`src/rtl/uart_rx.sv`:
```
// 8N1 UART receiver: synchronizes the serial input, recovers each frame with a
// cycle counter, and reports the received byte or a framing error.
module uart_rx #(
  parameter int Mhz       = 125,
  parameter int Baud_Rate = 115200
) (
  input  logic       i_clk,
  input  logic       i_rst,
  input  logic       i_rx,
  output logic [7:0] o_data,
  output logic       o_valid,
  output logic       o_frame_err,
  output logic       o_busy
);

  localparam int CLK_BAUD = Mhz * 1000000 / Baud_Rate;
  localparam int HALF     = CLK_BAUD / 2;
  localparam int CNT_W    = (CLK_BAUD > 2) ? $clog2(CLK_BAUD) : 1;

  typedef enum logic [1:0] {S_IDLE, S_START, S_DATA, S_STOP} state_t;

  state_t             state_q, state_d;
  logic [CNT_W-1:0]   cnt_q, cnt_d;
  logic [2:0]         bit_idx_q, bit_idx_d;
  logic [7:0]         shift_q, shift_d;
  logic [7:0]         data_q, data_d;
  logic               valid_q, valid_d;
  logic               ferr_q, ferr_d;
  logic               rx_meta_q, rx_s_q, rx_q_q;
  logic               fall_edge;

  assign fall_edge = rx_q_q & ~rx_s_q;

  always_comb begin
    state_d   = state_q;
    cnt_d     = cnt_q + CNT_W'(1);
    bit_idx_d = bit_idx_q;
    shift_d   = shift_q;
    data_d    = data_q;
    valid_d   = 1'b0;
    ferr_d    = 1'b0;
    case (state_q)
      S_IDLE: begin
        cnt_d = '0;
        if (fall_edge) state_d = S_START;
      end
      S_START: begin
        if (cnt_q == CNT_W'(HALF - 1)) begin
          cnt_d = '0;
          if (!rx_s_q) begin
            state_d   = S_DATA;
            bit_idx_d = 3'd0;
          end else begin
            state_d = S_IDLE;
          end
        end
      end
      S_DATA: begin
        if (cnt_q == CNT_W'(CLK_BAUD - 1)) begin
          cnt_d              = '0;
          shift_d[bit_idx_q] = rx_s_q;
          bit_idx_d          = bit_idx_q + 3'd1;
          if (bit_idx_q == 3'd7) state_d = S_STOP;
        end
      end
      S_STOP: begin
        // Return to IDLE mid stop bit so a following start bit is not missed.
        if (cnt_q == CNT_W'(CLK_BAUD - 1)) begin
          cnt_d   = '0;
          state_d = S_IDLE;
          if (rx_s_q) begin
            valid_d = 1'b1;
            data_d  = shift_q;
          end else begin
            ferr_d = 1'b1;
          end
        end
      end
      default: begin
        state_d = S_IDLE;
        cnt_d   = '0;
      end
    endcase
  end

  always_ff @(posedge i_clk) begin
    if (i_rst) begin
      state_q   <= S_IDLE;
      cnt_q     <= '0;
      bit_idx_q <= '0;
      shift_q   <= '0;
      data_q    <= '0;
      valid_q   <= 1'b0;
      ferr_q    <= 1'b0;
      rx_meta_q <= 1'b1;
      rx_s_q    <= 1'b1;
      rx_q_q    <= 1'b1;
    end else begin
      state_q   <= state_d;
      cnt_q     <= cnt_d;
      bit_idx_q <= bit_idx_d;
      shift_q   <= shift_d;
      data_q    <= data_d;
      valid_q   <= valid_d;
      ferr_q    <= ferr_d;
      rx_meta_q <= i_rx;
      rx_s_q    <= rx_meta_q;
      rx_q_q    <= rx_s_q;
    end
  end

  assign o_data      = data_q;
  assign o_valid     = valid_q;
  assign o_frame_err = ferr_q;
  assign o_busy      = (state_q != S_IDLE);

endmodule

```
`config.mk`:
```
export PLATFORM = sky130hd
export DESIGN_NAME = uart_rx
export DESIGN_NICKNAME = d
export VERILOG_FILES = /design/src/rtl/uart_rx.sv
export SDC_FILE = /design/constraint.sdc
export NUM_CORES = 1
export LEC_CHECK = 0
export CAP_MARGIN = 0
export CORE_UTILIZATION = 32
export DETAILED_ROUTE_END_ITERATION = 16
export GPL_ROUTABILITY_DRIVEN = 0
export PLACE_DENSITY_LB_ADDON = 0.2
export SLEW_MARGIN = 20
export SYNTH_ARGS = -nofsm -noshare
export SYNTH_HDL_FRONTEND = slang
export SYNTH_SLANG_ARGS = --single-unit
```
`constraint.sdc`:
```
create_clock -name i_clk -period 1.7 [get_ports i_clk]
set_input_delay 0.51 -clock i_clk [delete_from_list [all_inputs] [get_ports i_clk]]
set_output_delay 0.51 -clock i_clk [all_outputs]
set_load 0.01 [all_outputs]
```
==> results.json, run 1 <==
{
  "critical_path.endpoint_type": "register",
  "r2r_start": "cnt_q[8]",
  "synth_edf_count": 0,
  "clk_pin_slew_worst_paths_ns": 0.07,
  "setup_viol": 1,
  "synth.net_count": 191,
  "crit_start": "cnt_q[8]",
  "start_util_pct": 33.3,
  "synth_seq_cells": 37,
  "yosysTopAreaCellShare_pct": 43.6,
  "die_width_um": 74.9,
  "worst_pin_slew_ns": 0.394,
  "syn_area_per_cell_um2": 9.28,
  "seq_area_frac_synth_pct": 43.6,
  "cts_tree": "built",
  "num_vias": 1335,
  "netlist_area_um2": 1700,
  "tns_ns": -0.00480,
  "grt_pass1_wl_um": 6020,
  "wl_per_cell_um": 13.4,
  "worstPathArrival_ns": 1.86,
  "yosys-top-cells-area": "dfxtp_1 44%, mux2i_1 5.9%, nand2b_1 5.2%",
  "synthTopCellsByCount": "37 x dfxtp_1, 17 x nand3_1, 14 x nand2b_1, 14 x nor2_1, 10 x mux2i_1",
  "rsz0062_at_grt": "yes",
  "slowest_delay_ns": 0.43,
  "crit_path_start_kind": "register",
  "final_hold_viol_count": 0,
  "drive_gt1_share_pct": 20.3,
  "finalWorstSetupSlack_ns": -0.00480,
  "cp.required_ns": 1.86,
  "antenna_found_initial": 0,
  "yosys.area.top_type": "dfxtp_1",
  "diodes": 0,
  "clock_path_buffers": 2,
  "ir_drop_mv": 0.409,
  "pre_cts_slack_ns": -0.0586,
  "status": "complete, but fails checks",
  "worst_hold_slack_ns": 0.409,
  "hp-start": "rx_meta_q",
  "yosys.cell_count.top_type": "dfxtp_1",
  "critPathMaxFanout": 6,
  "routed_wl_um": 3780,
  "globalRouteTotalUtil_pct": 14.5,
  "firstDrtPassIters": 4,
  "root_buffer": "clkbuf_8",
  "max_cap_violations": 0,
  "ys_types": 36,
  "fmaxAchievable_mhz": 587,
  "min_period_ns": 1.70,
  "leakagePower_nw": 0.897,
  "worst_path_max_delay_cell": "or3_4",
  "drt_iter0_drc": 35,
  "power_density_nw_per_um2": 714,
  "area_delta_synth_final_pct": 28.6,
  "critical_path_class": "register to register",
  "clk_latency_ns": 0.28,
  "post-cts-setup-buffers": 0,
  "std_cell_rows": 26,
  "async_reset_ff_share_pct": 0,
  "cp_cell_sequence": "or3_4, or3_1, a221oi_1, a311oi_2",
  "hpwl_um": 2590,
  "fin_worst_skew_ns": 0.00483,
  "ys.flop_type": "dfxtp_1",
  "viasPerCell": 4.73,
  "cts_num_sinks": 37,
  "slew_violations": 0,
  "die_area_um2": 5610,
  "rrSetupSlack_ns": -0.005,
  "synth_cells": 183,
  "total_power_mw": 1.56,
  "io_pins": 14,
  "die_h_um": 74.9,
  "grt_pass1_vias": 1322,
  "cts_max_level": 2,
  "hold_class": "register to register",
  "yosysWarnings": 0,
  "slew_headroom_pct": 73.6,
  "grt_remaining_overflow": 0,
  "nets": 220,
  "io_buffers": 13,
  "antenna_left": 0,
  "grt_start_max_net_pins": 20,
  "violations": "negative setup slack",
  "numCtsBuffers": 5,
  "period_share_pct": 100,
  "drc": 0,
  "coreArea_um2": 5110,
  "fill_cells": 521
}
## per-layer routing
layer  wire, um  track usage, %
met3        129            4.42
met4         49            6.71
met1       1780            16.8
met2       1820            24.4
met5          0               0
## worst max-delay path, delay by kind of cell, from the launching register on
kind,cells,cell delay [ns]
AOI/OAI and AO/OA,2,0.46
DFF,1,0.32
and+or+nand+nor,2,0.80
## what timing repair did
| action | CTS | global route |
|---|---|---|
| hold buffers | 0 | 0 |
| endpoints found under the setup margin | 21 | 33 |
| gates resized for setup | 5 | 16 |
| pin swaps | 0 | 3 |
| cloned | 0 | 1 |
## sequential cells by signal, summed over array words and instances, names as in the netlist, named ones only
register     count
bit_idx_q        3
cnt_q           11
o_data           8
o_frame_err      1
o_valid          1
rx_meta_q        1
rx_q_q           1
rx_s_q           1
shift_q          8
state_q          1
## cell usage in the layout (no fill, tap or decap), types with 5 or more instances in the layout
master            n
dfxtp_1          36
nand3_1          16
buf_4            15
nand2b_1         14
nor2_1           14
mux2i_1          10
a21oi_1           9
o21ai_1           8
xor2_1            7
clkbuf_8          6
clkdlybuf4s50_1   6
dlymetal6s2s_1    6
inv_1             5
nand3b_1          5
## where the power goes
part	internal [mW]	switching, mW
registers	0.872	0.00421
logic	0.0361	0.0376
clock network	0.322	0.289
total	1.23	0.330
## kinds of logic (layout without fill, tap and decap cells)
| kind of cell | after synthesis | count (layout) | synth area share, % |
|---|---|---|---|
| adders and majority gates | 5 | 5 | 3.68 |
| and+or+nand+nor | 81 | 82 | 29.1 |
| muxes | 10 | 10 | 5.89 |
| DFF | 37 | 37 | 43.6 |
| xor gates and xnor gates | 9 | 9 | 4.64 |
| buffers and inverters | 16 | 44 | 4.49 |
| AOI/OAI and AO/OA | 25 | 25 | 8.62 |
## through the flow
stage	instances	instance area, um^2	utilization [%]
2_1_floorplan	183	1700	-
3_3_place_gp	274	2020	39.5
3_5_place_dp	274	2020	39.5
4_1_cts	281	2120	41.5
5_1_grt	282	2180	42.8
6_report	282	2180	42.8
## path summary, 6_finish.rpt
check                to  cells after the start
min              rx_s_q                      1
max reg2reg  state_q[0]                      4
max          state_q[0]                      4
min reg2reg      rx_s_q                      1
## final cells by class
cell class,count,area (um^2),area share (%)
Multi-Input combinational cell,131,940,43.0
Tap cell,70,87.6,4.01
Clock buffer,7,86.3,3.95
Timing Repair Buffer,32,310,14.2
Sequential cell,37,742,34.0
Inverter,5,18.8,0.859
No activity file was read; power rests on OpenSTA's default activity.
==> inputs of run 2 (changes only) <==
- CORE_ASPECT_RATIO: not set -> 1.2
==> run 2 against run 1 <==
Net effect: the flow still finishes with violations (negative setup slack); final cell count down 2.5%; routed wire length decreased by 0.56%; non-clock buffer count grew 3; die area about the same; total power is 19% higher; clock power is 48% higher; via count grew 3.5%; combinational power up 3.4%; critical endpoint is now shift_q[6]; largest power group is now clock.
==> results.json, run 2 (synthesized netlist as in run 1, its figures left out) <==
{
  "status": "complete, but fails checks",
  "violations": "negative setup slack",
  "cts_num_sinks": 37,
  "min_period_ns": 1.72,
  "cts_tree": "built",
  "post-cts-setup-buffers": 0,
  "die_h_um": 81.8,
  "die_width_um": 68.5,
  "hold_class": "register to register",
  "drc": 0,
  "layout_common_cells": "36 x dfxtp_1, 18 x buf_4, 14 x nand2b_1, 14 x nor2_1, 11 x nand3_1",
  "finalWorstSetupSlack_ns": -0.0211,
  "crit_path_start_kind": "register",
  "period_share_pct": 101,
  "drt_iter0_drc": 84,
  "met2_usage_pct": 26.4,
  "num_vias": 1382,
  "slew_headroom_pct": 74.5,
  "diodes": 0,
  "numCtsBuffers": 5,
  "wl_per_cell_um": 13.7,
  "dp.cells": 266,
  "power_density_nw_per_um2": 824,
  "globalRouteTotalUtil_pct": 15.4,
  "fmaxAchievable_mhz": 581,
  "final_area_um2": 2250,
  "area_delta_synth_final_pct": 32.7,
  "rsz0062_at_grt": "yes",
  "clock_path_buffers": 2,
  "largest-register": "cnt_q",
  "setup_viol": 1,
  "stdcell_count": 275,
  "clk_latency_ns": 0.30,
  "coreArea_um2": 5010,
  "critical_path_class": "register to register",
  "cts_max_level": 2,
  "slew_violations": 0,
  "firstDrtPassIters": 4,
  "r2r_end": "shift_q[6]",
  "viasPerCell": 5.03,
  "cp.required_ns": 1.87,
  "met3_usage_pct": 3.75,
  "hpwl_um": 2830,
  "reg2reg_depth": 6,
  "root_buffer": "clkbuf_8",
  "antenna_found_initial": 0,
  "grt_pass1_wl_um": 6310,
  "grt_pass1_vias": 1388,
  "crit_start": "cnt_q[8]",
  "io_buffers": 13,
  "die_area_um2": 5610,
  "nets": 222,
  "grt_use_met1_pct": 17.8,
  "io_pins": 14,
  "endpoint": "shift_q[6]",
  "grt.busiest_layer": "met2",
  "largest_reg_flops": 11,
  "clk_pin_slew_worst_paths_ns": 0.07,
  "std_cell_rows": 28,
  "critPathMaxFanout": 5,
  "max_cap_violations": 0,
  "leakagePower_nw": 0.975,
  "worst_pin_slew_ns": 0.382,
  "critical_path.endpoint_type": "register",
  "drive_gt1_share_pct": 26.0,
  "r2r_start": "cnt_q[8]",
  "grt_remaining_overflow": 0,
  "antenna_left": 0,
  "final_common_cell": "dfxtp_1",
  "routed_wl_um": 3760,
  "grt_start_max_net_pins": 16,
  "start_util_pct": 33.9,
  "worstPathArrival_ns": 1.90,
  "final_hold_viol_count": 0,
  "rrSetupSlack_ns": -0.02,
  "ir_drop_mv": 0.387,
  "fin_worst_skew_ns": 0.00966,
  "place_area_um2": 2020
}
## run 2: cell types whose count changed in the layout (fill, tap and decap cells not counted), moves of 2 or more
cell	previous run	this run
dlymetal6s2s_1	6	8
bufinv_16	0	2
inv_1	5	3
buf_4	15	18
a21oi_2	0	3
clkdlybuf4s50_1	6	3
a21oi_1	9	6
inv_2	0	2
nand3_1	16	11
nand3_2	1	6
## run 2: how the worst min path moves through the flow
| stage | from | to | depth (start not counted) |
|---|---|---|---|
| finish | rx_meta_q | rx_s_q | 1 |
| global route | rx_meta_q | rx_s_q | 1 |
| CTS | rx_meta_q | rx_s_q | 1 |
| detailed placement | rx_meta_q | rx_s_q | 1 |
| global placement | rx_meta_q | rx_s_q | 1 |
| floorplan | rx_meta_q | rx_s_q | 1 |
## run 2: through the flow
stage / hold WS (ns) / setup TNS (ns) / power, mW / utilization, % / setup slack, ns
6_report: 0.414 / -0.0211 / 1.86 / 45.0 / -0.0211
5_1_grt: 0.427 / -0.784 / 1.92 / 45.0 / -0.0619
4_1_cts: 0.416 / -0.0501 / 1.88 / 43.4 / -0.0194
3_5_place_dp: 0.399 / -0.189 / 0.968 / 40.3 / -0.0378
3_3_place_gp: 0.394 / -0.0176 / 0.966 / 40.3 / -0.00361
2_1_floorplan: 0.389 / -0.00337 / 0.936 / - / -0.00108
## run 2: final cells by class
class | count | area, um^2
multi-input cells | 130 | 955
clock buffers | 5 | 68.8
clock inverters | 3 | 65.1
well taps | 60 | 75.1
repair buffers | 35 | 330
flip-flops and latches | 37 | 742
inverters | 5 | 18.8
fillers | 490 | 2760
## run 2: report_power, final
part	internal, mW	switching, mW
Sequential	0.872	0.00438
Clock	0.583	0.321
Combinational	0.0388	0.0375
## run 2: metal layers
layer  up-vias  share of wire (%)
met5         -                  0
met4         0                2.4
met3         9                3.1
met2        21                 51
met1       650                 43
li1        702                  -
## run 2: worst max-delay path, stage by stage (launching register included)
cell and delay (ns):
dfxtp_2 0.32, or3_4 0.42, buf_6 0.14, nor4_4 0.21, buf_4 0.20, nand4b_1 0.16
mux2i_1 0.15
## run 2: what timing repair did
item / in CTS / in global routing
resized for setup: 7 / 24
endpoints found under the hold margin: 0 / 0
setup endpoints to repair: 30 / 40
cloned: 1 / 0
hold buffers: 0 / 0
pin swaps: 1 / 2
